==> src/rtl/imm_gen_pkg.sv <==
// Shared constants for the immediate generator: format codes, opcodes and the
// shift funct3 encodings. Imported by imm_decode and imm_gen_pipe.
// Optional feature macro used by the design: IMM_ILLEGAL_EN.
package imm_gen_pkg;

    localparam int unsigned FMT_W   = 3;
    localparam int unsigned INSTR_W = 32;

    // Immediate format codes reported on out_fmt
    localparam logic [FMT_W-1:0] FMT_NONE  = 3'd0;
    localparam logic [FMT_W-1:0] FMT_I     = 3'd1;
    localparam logic [FMT_W-1:0] FMT_S     = 3'd2;
    localparam logic [FMT_W-1:0] FMT_B     = 3'd3;
    localparam logic [FMT_W-1:0] FMT_U     = 3'd4;
    localparam logic [FMT_W-1:0] FMT_J     = 3'd5;
    localparam logic [FMT_W-1:0] FMT_SHAMT = 3'd6;

    // Major opcodes (instr[6:0]) that carry an immediate
    localparam logic [6:0] OPC_LOAD      = 7'b0000011;
    localparam logic [6:0] OPC_OP_IMM    = 7'b0010011;
    localparam logic [6:0] OPC_AUIPC     = 7'b0010111;
    localparam logic [6:0] OPC_OP_IMM_32 = 7'b0011011;
    localparam logic [6:0] OPC_STORE     = 7'b0100011;
    localparam logic [6:0] OPC_LUI       = 7'b0110111;
    localparam logic [6:0] OPC_BRANCH    = 7'b1100011;
    localparam logic [6:0] OPC_JALR      = 7'b1100111;
    localparam logic [6:0] OPC_JAL       = 7'b1101111;

    localparam logic [2:0] FUNCT3_SLL = 3'b001;
    localparam logic [2:0] FUNCT3_SRL = 3'b101;

    // funct3 selects a shift (SLLI / SRLI / SRAI) inside OP-IMM(-32)
    function automatic logic is_shift(input logic [2:0] funct3);
        return (funct3 == FUNCT3_SLL) || (funct3 == FUNCT3_SRL);
    endfunction

endpackage

==> src/rtl/imm_gen_pipe_if.sv <==
// Push/pop bus of the immediate generator.
//   in_*  : producer side (instruction + tag with valid/ready)
//   out_* : consumer side (head entry with valid/ready)
// master = environment driving instructions and consuming results,
// slave  = imm_gen_pipe. out_illegal exists only with IMM_ILLEGAL_EN.
interface imm_gen_pipe_if #(
    parameter int unsigned XLEN  = 64,
    parameter int unsigned TAG_W = 8
);
    logic              in_valid;
    logic              in_ready;
    logic [31:0]       in_instr;
    logic [TAG_W-1:0]  in_tag;
    logic              out_valid;
    logic              out_ready;
    logic [XLEN-1:0]   out_imm;
    logic [2:0]        out_fmt;
    logic [TAG_W-1:0]  out_tag;
`ifdef IMM_ILLEGAL_EN
    logic              out_illegal;
`endif

    modport master (
        output in_valid, in_instr, in_tag, out_ready,
        input  in_ready, out_valid, out_imm, out_fmt, out_tag
`ifdef IMM_ILLEGAL_EN
        , input out_illegal
`endif
    );

    modport slave (
        input  in_valid, in_instr, in_tag, out_ready,
        output in_ready, out_valid, out_imm, out_fmt, out_tag
`ifdef IMM_ILLEGAL_EN
        , output out_illegal
`endif
    );

endinterface

==> src/rtl/imm_decode.sv <==
// Combinational RV32I/RV64I immediate decoder.
//   instr_i   : raw 32-bit instruction
//   imm_c     : immediate extended to XLEN (0 when no format applies)
//   fmt_c     : format code (FMT_*)
//   illegal_c : opcode not in the decode table (only with IMM_ILLEGAL_EN)
module imm_decode
    import imm_gen_pkg::*;
#(
    parameter int unsigned XLEN = 64
) (
    input  logic [INSTR_W-1:0] instr_i,
    output logic [XLEN-1:0]    imm_c,
    output logic [FMT_W-1:0]   fmt_c
`ifdef IMM_ILLEGAL_EN
    , output logic             illegal_c
`endif
);

    logic [6:0]      opcode;
    logic [2:0]      funct3;
    logic [XLEN-1:0] imm_i;
    logic [XLEN-1:0] imm_s;
    logic [XLEN-1:0] imm_b;
    logic [XLEN-1:0] imm_u;
    logic [XLEN-1:0] imm_j;
    logic [XLEN-1:0] imm_sh;
    logic [XLEN-1:0] imm_shw;

    // Candidate immediates for every format; signed size casts sign-extend
    always_comb begin
        opcode  = instr_i[6:0];
        funct3  = instr_i[14:12];
        imm_i   = XLEN'($signed(instr_i[31:20]));
        imm_s   = XLEN'($signed({instr_i[31:25], instr_i[11:7]}));
        imm_b   = XLEN'($signed({instr_i[31], instr_i[7], instr_i[30:25],
                                 instr_i[11:8], 1'b0}));
        imm_u   = XLEN'($signed({instr_i[31:12], 12'b0}));
        imm_j   = XLEN'($signed({instr_i[31], instr_i[19:12], instr_i[20],
                                 instr_i[30:21], 1'b0}));
        // 6-bit shamt on RV64, 5-bit on RV32; word shifts always 5-bit
        if (XLEN == 64) begin
            imm_sh = XLEN'(instr_i[25:20]);
        end else begin
            imm_sh = XLEN'(instr_i[24:20]);
        end
        imm_shw = XLEN'(instr_i[24:20]);
    end

    // Opcode table -> selected format and immediate
    always_comb begin
        imm_c = '0;
        fmt_c = FMT_NONE;
        unique case (opcode)
            OPC_LOAD, OPC_JALR: begin
                imm_c = imm_i;
                fmt_c = FMT_I;
            end
            OPC_OP_IMM: begin
                if (is_shift(funct3)) begin
                    imm_c = imm_sh;
                    fmt_c = FMT_SHAMT;
                end else begin
                    imm_c = imm_i;
                    fmt_c = FMT_I;
                end
            end
            OPC_OP_IMM_32: begin
                // Word ops exist only on RV64
                if (XLEN == 64) begin
                    if (is_shift(funct3)) begin
                        imm_c = imm_shw;
                        fmt_c = FMT_SHAMT;
                    end else begin
                        imm_c = imm_i;
                        fmt_c = FMT_I;
                    end
                end
            end
            OPC_STORE: begin
                imm_c = imm_s;
                fmt_c = FMT_S;
            end
            OPC_BRANCH: begin
                imm_c = imm_b;
                fmt_c = FMT_B;
            end
            OPC_LUI, OPC_AUIPC: begin
                imm_c = imm_u;
                fmt_c = FMT_U;
            end
            OPC_JAL: begin
                imm_c = imm_j;
                fmt_c = FMT_J;
            end
            default: begin
                imm_c = '0;
                fmt_c = FMT_NONE;
            end
        endcase
    end

`ifdef IMM_ILLEGAL_EN
    // Every table opcode ends in 2'b11, so any non-32-bit encoding also lands on NONE
    always_comb begin
        illegal_c = (instr_i[1:0] != 2'b11) || (fmt_c == FMT_NONE);
    end
`endif

endmodule

==> src/rtl/imm_gen_pipe.sv <==
// Registered, back-pressured immediate generator for the decode stage.
// Decodes the immediate of each pushed instruction and queues it with its
// tag in a DEPTH-entry FIFO; flush squashes all queued entries.
//   clk      : rising-edge clock
//   reset_n  : asynchronous active-low reset
//   flush    : synchronous squash (same-cycle push and pop discarded)
//   bus      : imm_gen_pipe_if.slave (in_* push side, out_* head entry)
// Optional feature: define IMM_ILLEGAL_EN to store and report out_illegal.
module imm_gen_pipe
    import imm_gen_pkg::*;
#(
    parameter int unsigned XLEN  = 64,
    parameter int unsigned DEPTH = 2,
    parameter int unsigned TAG_W = 8
) (
    input  logic          clk,
    input  logic          reset_n,
    input  logic          flush,
    imm_gen_pipe_if.slave bus
);

    localparam int unsigned PTR_W = (DEPTH > 1) ? $clog2(DEPTH) : 1;
    localparam int unsigned CNT_W = $clog2(DEPTH + 1);

    logic [PTR_W-1:0] wr_ptr_q, wr_ptr_d;
    logic [PTR_W-1:0] rd_ptr_q, rd_ptr_d;
    logic [CNT_W-1:0] count_q, count_d;
    logic             in_ready_q, in_ready_d;
    logic             out_valid_q, out_valid_d;

    logic [XLEN-1:0]  imm_mem_q [DEPTH];
    logic [FMT_W-1:0] fmt_mem_q [DEPTH];
    logic [TAG_W-1:0] tag_mem_q [DEPTH];

    logic [XLEN-1:0]  dec_imm;
    logic [FMT_W-1:0] dec_fmt;
    logic             push_c;
    logic             pop_c;

`ifdef IMM_ILLEGAL_EN
    logic             ill_mem_q [DEPTH];
    logic             dec_ill;
`endif

    // Decode on the push side so the FIFO holds finished results
    imm_decode #(
        .XLEN (XLEN)
    ) u_decode (
        .instr_i   (bus.in_instr),
        .imm_c     (dec_imm),
        .fmt_c     (dec_fmt)
`ifdef IMM_ILLEGAL_EN
        , .illegal_c (dec_ill)
`endif
    );

    function automatic logic [PTR_W-1:0] ptr_inc(input logic [PTR_W-1:0] ptr);
        return (ptr == PTR_W'(DEPTH - 1)) ? '0 : ptr + PTR_W'(1);
    endfunction

    assign push_c = bus.in_valid & in_ready_q;
    assign pop_c  = out_valid_q & bus.out_ready;

    // Pointer / occupancy next state; ready and valid are registered from count_d
    always_comb begin
        wr_ptr_d = wr_ptr_q;
        rd_ptr_d = rd_ptr_q;
        count_d  = count_q;
        if (flush) begin
            wr_ptr_d = '0;
            rd_ptr_d = '0;
            count_d  = '0;
        end else begin
            if (push_c) begin
                wr_ptr_d = ptr_inc(wr_ptr_q);
            end
            if (pop_c) begin
                rd_ptr_d = ptr_inc(rd_ptr_q);
            end
            if (push_c && !pop_c) begin
                count_d = count_q + CNT_W'(1);
            end else if (pop_c && !push_c) begin
                count_d = count_q - CNT_W'(1);
            end
        end
        in_ready_d  = (count_d != CNT_W'(DEPTH));
        out_valid_d = (count_d != '0);
    end

    // Control registers
    always_ff @(posedge clk or negedge reset_n) begin
        if (!reset_n) begin
            wr_ptr_q    <= '0;
            rd_ptr_q    <= '0;
            count_q     <= '0;
            in_ready_q  <= 1'b1;
            out_valid_q <= 1'b0;
        end else begin
            wr_ptr_q    <= wr_ptr_d;
            rd_ptr_q    <= rd_ptr_d;
            count_q     <= count_d;
            in_ready_q  <= in_ready_d;
            out_valid_q <= out_valid_d;
        end
    end

    // Entry storage; cleared on reset so the head reads zero / NONE
    always_ff @(posedge clk or negedge reset_n) begin
        if (!reset_n) begin
            for (int i = 0; i < int'(DEPTH); i++) begin
                imm_mem_q[i] <= '0;
                fmt_mem_q[i] <= FMT_NONE;
                tag_mem_q[i] <= '0;
`ifdef IMM_ILLEGAL_EN
                ill_mem_q[i] <= 1'b0;
`endif
            end
        end else if (push_c && !flush) begin
            imm_mem_q[wr_ptr_q] <= dec_imm;
            fmt_mem_q[wr_ptr_q] <= dec_fmt;
            tag_mem_q[wr_ptr_q] <= bus.in_tag;
`ifdef IMM_ILLEGAL_EN
            ill_mem_q[wr_ptr_q] <= dec_ill;
`endif
        end
    end

    // Head entry straight from storage: stable while stalled
    assign bus.in_ready  = in_ready_q;
    assign bus.out_valid = out_valid_q;
    assign bus.out_imm   = imm_mem_q[rd_ptr_q];
    assign bus.out_fmt   = fmt_mem_q[rd_ptr_q];
    assign bus.out_tag   = tag_mem_q[rd_ptr_q];
`ifdef IMM_ILLEGAL_EN
    assign bus.out_illegal = ill_mem_q[rd_ptr_q];
`endif

endmodule

==> src/flat_wrapper.sv <==
// flat-port wrapper written by rule: the top's interface ports become plain ports
module imm_gen_pipe_flat import imm_gen_pkg::*;
#(
    parameter int unsigned XLEN  = 64,
    parameter int unsigned DEPTH = 2,
    parameter int unsigned TAG_W = 8
)
  (clk, reset_n, flush, bus_in_valid, bus_in_instr, bus_in_tag, bus_out_ready, bus_in_ready, bus_out_valid, bus_out_imm, bus_out_fmt, bus_out_tag);
  imm_gen_pipe_if #(.XLEN(XLEN), .TAG_W(TAG_W)) bus_i ();
  input  logic clk;
  input  logic reset_n;
  input  logic flush;
  input wire logic [$bits(bus_i.in_valid)-1:0] bus_in_valid;
  input wire logic [$bits(bus_i.in_instr)-1:0] bus_in_instr;
  input wire logic [$bits(bus_i.in_tag)-1:0] bus_in_tag;
  input wire logic [$bits(bus_i.out_ready)-1:0] bus_out_ready;
  output wire logic [$bits(bus_i.in_ready)-1:0] bus_in_ready;
  output wire logic [$bits(bus_i.out_valid)-1:0] bus_out_valid;
  output wire logic [$bits(bus_i.out_imm)-1:0] bus_out_imm;
  output wire logic [$bits(bus_i.out_fmt)-1:0] bus_out_fmt;
  output wire logic [$bits(bus_i.out_tag)-1:0] bus_out_tag;
  assign bus_i.in_valid = bus_in_valid;
  assign bus_i.in_instr = bus_in_instr;
  assign bus_i.in_tag = bus_in_tag;
  assign bus_i.out_ready = bus_out_ready;
  assign bus_in_ready = bus_i.in_ready;
  assign bus_out_valid = bus_i.out_valid;
  assign bus_out_imm = bus_i.out_imm;
  assign bus_out_fmt = bus_i.out_fmt;
  assign bus_out_tag = bus_i.out_tag;
  imm_gen_pipe #(.XLEN(XLEN), .DEPTH(DEPTH), .TAG_W(TAG_W)) u_core (.clk(clk), .reset_n(reset_n), .flush(flush), .bus(bus_i));
endmodule
==> config.mk <==
export PLATFORM = sky130hd
export DESIGN_NAME = imm_gen_pipe_flat
export DESIGN_NICKNAME = d
export VERILOG_FILES = /design/src/rtl/imm_gen_pkg.sv /design/src/rtl/imm_gen_pipe_if.sv /design/src/rtl/imm_decode.sv /design/src/rtl/imm_gen_pipe.sv /design/src/flat_wrapper.sv
export SDC_FILE = /design/constraint.sdc
export NUM_CORES = 1
export LEC_CHECK = 0
export CORE_UTILIZATION = 35
export CTS_BUF_LIST = sky130_fd_sc_hd__clkbuf_8
export CTS_CLUSTER_DIAMETER = 30
export DETAILED_ROUTE_END_ITERATION = 8
export MAX_ROUTING_LAYER = met4
export SYNTH_ARGS = -nofsm -noshare
export SYNTH_HDL_FRONTEND = slang
export SYNTH_SLANG_ARGS = --single-unit
==> constraint.sdc <==
create_clock -name clk -period 1.85 [get_ports clk]
set_clock_uncertainty 0.05 [all_clocks]
set_input_delay 0.2775 -clock clk [delete_from_list [all_inputs] [get_ports clk]]
set_output_delay 0.2775 -clock clk [all_outputs]
set_load 0.1 [all_outputs]
Word level (Yosys, flattened, before mapping)
Index checks and enable logic that the tools add are counted.
Word-level totals
  output and inout port bits: 77
  logic and storage cells: 80
  register bits after elaboration: 156
Operators by class
  multiplexer cells: 32
  reduce and logical (&&, ||, !) cells: 14
  magnitude comparators: 3
  bitwise operators: 4
  add/subtract/negate cells: 4
  equal/unequal tests: 12
Operator list (count)
  case mux 64 bit (7 select lines): 1
  2-to-1 mux 64 bit: 6
  bitwise mux 128 bit: 1
  demux 64 bit (select 1 bit): 1
  2-to-1 mux 8 bit: 4
  equality test 7 x 5 -> 1 bit (second input constant): 3
  equality test 7 bit (second input constant): 3
  case mux 3 bit (6 select lines): 1
  bitwise mux 16 bit: 1
  2-to-1 mux 3 bit: 5
  equality test 7 x 6 -> 1 bit (second input constant): 2
  demux 8 bit (select 1 bit): 1
  equality test 7 x 2 -> 1 bit (second input constant): 1
  bitwise mux 6 bit: 1
  2-to-1 mux 1 bit: 6
  2-to-1 mux 2 bit: 3
  nonzero test 2 bit: 3
  OR reduction 2 bit: 3
  greater-or-equal comparator 2 bit (second input constant): 2
  logical AND 1 bit: 4
  inverter 1 -> 2 bit: 2
  demux 3 bit (select 1 bit): 1
  equality test 3 x 1 -> 1 bit (second input constant): 1
  equality test 3 bit (second input constant): 1
  8 further kinds: 12

Logic depth before layout (Yosys ltp)
  depth after elaboration: 7
  gate-level depth with buffers: 7
  gate-level depth less buffers: 5

Hierarchy
A second synthesis with hierarchy kept.
Second synthesis, totals
  cells, all modules: 569
  area, all modules: 7946.4 sq um
Modules (own cells, without submodules)
  imm_gen_pipe: times used 1, seq. area each 3905.0 sq um, cells each 435, area an instance 7005.5 sq um
  imm_decode: times used 1, seq. area each 0.0 sq um, cells each 134, area an instance 940.9 sq um

Least setup slack after synthesis
Ideal clock, no wire load.
  kind: register to register
  start: reg u_core.in_ready_q (netlist: u_core.bus.in_ready)
  end: reg u_core.imm_mem_q[64] (netlist name)
  stages on the path, launching flop included: 7
  data arrival time: 2.188 ns
  path buffers: 2
  setup slack: -0.475 ns
  setup time: 0.087 ns
  path through: dfstp_2 nand2_1 nor3_1 clkbuf_1 clkbuf_1 o211ai_1 o211ai_1
Between the ends
  longest elaborated chain between the ends: 2
RTL lines
  start, declared: RTL line imm_gen_pipe.sv:28  | logic in_ready_q, in_ready_d;
  start signal, assigned: RTL line imm_gen_pipe.sv:102  | in_ready_q <= in_ready_d;
  bitwise AND 1 bit: RTL line imm_gen_pipe.sv:61  | assign push_c = bus.in_valid & in_ready_q;
  logical AND 1 bit: RTL line imm_gen_pipe.sv:118  | end else if (push_c && !flush) begin
  end signal, assigned by index: RTL line imm_gen_pipe.sv:119  | imm_mem_q[wr_ptr_q] <= dec_imm;
  end, declared: RTL line imm_gen_pipe.sv:31  | logic [XLEN-1:0] imm_mem_q [DEPTH];
Every way passes these cells.
A chain may end at the register's enable or synchronous reset.

Final worst setup path
  start: reg u_core.rd_ptr_q
  end: out bus_out_imm[45]
Between the ends
  longest elaborated chain between the ends: 4
RTL lines
  start, declared: RTL line imm_gen_pipe.sv:26  | logic [PTR_W-1:0] rd_ptr_q, rd_ptr_d;
  start signal, assigned: RTL line imm_gen_pipe.sv:100  | rd_ptr_q <= rd_ptr_d;
  inverter 1 -> 2 bit (not written as such): RTL line imm_gen_pipe.sv:131  | assign bus.out_imm = imm_mem_q[rd_ptr_q];
  2-to-1 mux 64 bit (not written as such) (3 in series): RTL line imm_gen_pipe.sv:131
  end, declared: RTL line flat_wrapper.sv:19  | output wire logic [$bits(bus_i.out_imm)-1:0] bus_out_imm;
Every way passes these cells. The select of a mux whose other input is x is not followed.

==> report_table.html <==
<table>
<tr><th>Metric</th><th>Value</th></tr>
<tr><th colspan="2">Logic synthesis</th></tr>
<tr><td>Library cells used by synthesis</td><td>40</td></tr>
<tr><td>Net count of the mapped netlist</td><td>534</td></tr>
<tr><td>Syn Inst Count</td><td>489</td></tr>
<tr><td>Total standard cell area after synthesis</td><td>4710 µm²</td></tr>
<tr><td>Synthesized area per cell</td><td>9.62 µm²</td></tr>
<tr><td>Ys Warns</td><td>0</td></tr>
<tr><td>Yosys reg bits</td><td>92</td></tr>
<tr><td>Sequential fraction of the synthesis area</td><td>0.489</td></tr>
<tr><th colspan="2">Layout</th></tr>
<tr><td>Relative area change from synthesis to final layout</td><td>63.0%</td></tr>
<tr><td>Nets</td><td>678</td></tr>
<tr><td>Ratio of cells with drive above 1 in the final layout</td><td>0.357</td></tr>
<tr><td>Final standard cell count with taps included and fillers excluded</td><td>810</td></tr>
<tr><td>Commonest non-fill, non-tap cell in the layout</td><td>dfrtp_1</td></tr>
<tr><td>Multi-input logic area</td><td>2140 µm²</td></tr>
<tr><td>Final Cell Area</td><td>7670 µm²</td></tr>
<tr><td>Seq. cell area</td><td>2310 µm²</td></tr>
<tr><td>Share of the core filled with cells in the final layout</td><td>0.596</td></tr>
<tr><td>Fill cells</td><td>1,006</td></tr>
<tr><td>Antenna diode count</td><td>0</td></tr>
<tr><td>Most frequent cells in the layout</td><td>dfrtp_1 (90), buf_12 (83), nand2_1 (76)</td></tr>
<tr><th colspan="2">Timing</th></tr>
<tr><td>Final Hold Viols</td><td>0</td></tr>
<tr><td>Setup WS post-layout</td><td>-85.0 ps</td></tr>
<tr><td>Share of the clock period used by the worst path after layout</td><td>1.05</td></tr>
<tr><td>Transition time at the pin with the least slew margin</td><td>544 ps</td></tr>
<tr><td>Final min period</td><td>1940 ps</td></tr>
<tr><td>Achievable Freq</td><td>0.517 GHz</td></tr>
<tr><td>Max-slew violation total from the final report</td><td>0</td></tr>
<tr><td>Worst Hold Margin</td><td>335 ps</td></tr>
<tr><td>Endpoints failing setup</td><td>74</td></tr>
<tr><td>Unrepaired setup endpoints after global routing</td><td>true</td></tr>
<tr><td>Rel. slew slack</td><td>0.634</td></tr>
<tr><th colspan="2">Run status</th></tr>
<tr><td>Violations in the final reports</td><td>negative setup slack</td></tr>
<tr><td>Run status</td><td>finished with violations</td></tr>
<tr><th colspan="2">Routing</th></tr>
<tr><td>Number of vias in the routed layout</td><td>4,181</td></tr>
<tr><td>Initial DRT Pass Iterations</td><td>8</td></tr>
<tr><td>DRC errors left</td><td>0</td></tr>
<tr><td>Detailed-route vias per instance</td><td>5.16</td></tr>
<tr><td>Final wirelength</td><td>13,400 µm</td></tr>
<tr><td>Number of nets with antenna violations after routing</td><td>0</td></tr>
<tr><td>Routed wire per std cell</td><td>16.5 µm</td></tr>
<tr><td>First DRT Iteration DRCs</td><td>213</td></tr>
<tr><th colspan="2">Power and ir drop</th></tr>
<tr><td>Worst vdd rail ir drop</td><td>1.16 mV</td></tr>
<tr><td>Power density over the cells</td><td>1610 nW/µm²</td></tr>
<tr><td>Leakage power</td><td>0.00345 µW</td></tr>
<tr><th colspan="2">Clock network</th></tr>
<tr><td>Cell chosen for the clock root</td><td>clkbuf_8</td></tr>
<tr><td>Number of H-tree branching levels</td><td>3</td></tr>
<tr><td>Clock Latency Late Sink</td><td>350 ps</td></tr>
<tr><td>Worst-path clk slew</td><td>100 ps</td></tr>
<tr><td>Buffer depth of the longest clock path</td><td>2</td></tr>
<tr><td>Clock sinks</td><td>92</td></tr>
<tr><td>CTS buffer count</td><td>9</td></tr>
<tr><td>CTS tree</td><td>yes</td></tr>
<tr><th colspan="2">Global routing</th></tr>
<tr><td>Overall Global Routing Usage</td><td>0.204</td></tr>
<tr><td>Global route overflow</td><td>0</td></tr>
<tr><td>Maximum number of pins on one net before global-route repair</td><td>39</td></tr>
<tr><td>Number of antenna violations at the first check in global routing</td><td>0</td></tr>
<tr><td>Global-route wire length before repair</td><td>22,100 µm</td></tr>
<tr><td>Number of global-route vias before repair</td><td>4,239</td></tr>
<tr><th colspan="2">Worst setup path</th></tr>
<tr><td>Stage delay of the slowest cell on the critical path</td><td>450 ps</td></tr>
<tr><td>Critical-path maximum fanout</td><td>8</td></tr>
<tr><td>Crit path cell chain</td><td>mux2_4 &gt; clkbuf_16 &gt; buf_12</td></tr>
<tr><td>Critical path startpoint category</td><td>flop</td></tr>
<tr><td>Required @ worst endpoint</td><td>1520 ps</td></tr>
<tr><td>Endpoint type of the worst setup path</td><td>output pin</td></tr>
<tr><td>Kind of critical path</td><td>flop to output pin</td></tr>
<tr><td>Slowest cell on the critical path</td><td>dfrtp_2</td></tr>
<tr><td>Worst path arrival time</td><td>1610 ps</td></tr>
<tr><th colspan="2">Die</th></tr>
<tr><td>Effective utilization at floorplan</td><td>0.365</td></tr>
<tr><td>Die Ht</td><td>118 µm</td></tr>
<tr><td>Num ports</td><td>122</td></tr>
<tr><td>DIE AREA</td><td>13,900 µm²</td></tr>
<tr><td>Die W</td><td>118 µm</td></tr>
<tr><td>Number of rows in the core area</td><td>41</td></tr>
<tr><td>Area of the core</td><td>12,900 µm²</td></tr>
<tr><th colspan="2">Place</th></tr>
<tr><td>Routability congestion estimate</td><td>0.804</td></tr>
<tr><td>Post-placement cell area</td><td>7130 µm²</td></tr>
<tr><td>HPWL reported at the end of detailed placement</td><td>9200 µm</td></tr>
<tr><td>Number of placed instances, taps included</td><td>783</td></tr>
<tr><td>Count of input and output buffers</td><td>121</td></tr>
<tr><th colspan="2">Run</th></tr>
<tr><td>Maxcap violations</td><td>0</td></tr>
<tr><th colspan="2">Hold path</th></tr>
<tr><td>HP Class</td><td>primary input to async pin</td></tr>
</table>
-- metrics by stage --
stage               setup TNS, ps  total power, µW  setup WS, ps
floorplan                   -96.1             7920         -10.8
CTS                         -6070            12400          -109
finish                      -4470            12400         -85.0
detailed placement         -25790            10600          -421
global route                -7490            12900          -123
global placement           -24360            10500          -425
-- critical path, delay by kind of cell, from the launching register on --
| family | cells | cell delay, ps |
|---|---|---|
| buffers and inverters | 2 | 380 |
| multiplexers | 1 | 410 |
| flip-flops | 1 | 450 |
-- timing repair --
item	in CTS	in global routing
hold buffers	1	0
hold endpoints to repair	30	0
cloned	4	2
endpoints found under the setup margin	104	142
setup buffers	2	3
gates resized for setup	17	18
pin swaps	1	6
-- layer usage --
metal / share of wire / track usage / vias up
li1: - / - / 1972
met1: 0.45 / 0.264 / 2028
met2: 0.48 / 0.324 / 166
met3: 0.056 / 0.0383 / 15
met4: 0.014 / 0.0569 / 0
met5: 0 / - / -
-- sequential cells by signal (all words and copies together), names as in the netlist --
name / count
u_core.rd_ptr_q: 1
u_core.count_q: 2
u_core.wr_ptr_q: 1
u_core.bus.out_valid: 1
u_core.fmt_mem_q: 6
u_core.bus.in_ready: 1
u_core.tag_mem_q: 16
u_core.imm_mem_q: 64
-- cells by family (layout without fill, tap and decap cells) --
kind of cell              after synthesis  after routing  share of synthesized area
xor gates and xnor gates                4              4                    0.00745
and+or+nand+nor                       173            173                      0.162
DFF                                    92             92                      0.489
buffers and inverters                  68            217                     0.0827
AOI/OAI and AO/OA                     101            101                      0.139
muxes                                  51             51                      0.120
-- final timing paths --
| path | end | slack [ps] | startpoint | cells past startpoint |
|---|---|---|---|---|
| max | bus_out_imm[45] | -90 | u_core.rd_ptr_q$_DFFE_PN0P_ | 3 |
| min | u_core.imm_mem_q[92]$_DFFE_PN0P_ | 330 | reset_n | 2 |
| max reg2reg | u_core.imm_mem_q[78]$_DFFE_PN0P_ | 70 | u_core.bus.in_ready$_DFF_PN1_ | 3 |
| min reg2reg | u_core.tag_mem_q[1]$_DFFE_PN0P_ | 430 | u_core.tag_mem_q[1]$_DFFE_PN0P_ | 2 |
| max in group asynchronous | u_core.bus.in_ready$_DFF_PN1_ | 800 | reset_n | 3 |
| min in group clk | u_core.tag_mem_q[5]$_DFFE_PN0P_ | 430 | bus_in_tag[5] | 3 |
-- cells in the mapped netlist, drive strengths merged --
cell type   n  area, µm²
clkbuf     22       82.6
a211oi      2       15.0
inv         5       18.8
nor2b       3       18.8
and2        1       6.26
and3b       2       17.5
o311a       2       20.0
a221o      16        160
o21ai      19       95.1
nor3b       2       15.0
nor4b       1       15.0
or2         1       6.26
nand2b      1       6.26
nor3       18       90.1
o211ai      4       30.0
xor2        3       26.3
o31ai       2       20.0
o22ai       1       6.26
or3         3       18.8
dfrtp      91       2280
mux2       43        484
dfstp       1       26.3
xnor2       1       8.76
nand4b      2       17.5
a2111oi     1       27.5
a21boi      1       7.51
a31oi       4       25.0
and3        1       6.26
nand3       3       15.0
buf        41        288
nand4bb     1       11.3
a21oi      49        245
nor2       51        191
mux2i       8       80.1
nand2      77        289
nor4        6       37.5
-- power breakdown --
part / switching [µW] / internal (µW) / leakage (µW) / total, µW
clock network: 750 / 810 / 0.000115 / 1560
registers: 372 / 2680 / 0.00118 / 3050
logic: 4850 / 2910 / 0.00215 / 7760
-- layout make-up --
cell class,count,area share
timing repair buffer,196,0.360
multi-input combinational,329,0.279
sequential,92,0.301
clock buffer,10,0.0179
clock inverter,6,0.0121
tap,172,0.0281
inverter,5,0.00245
(Power assumes the default switching activity.)
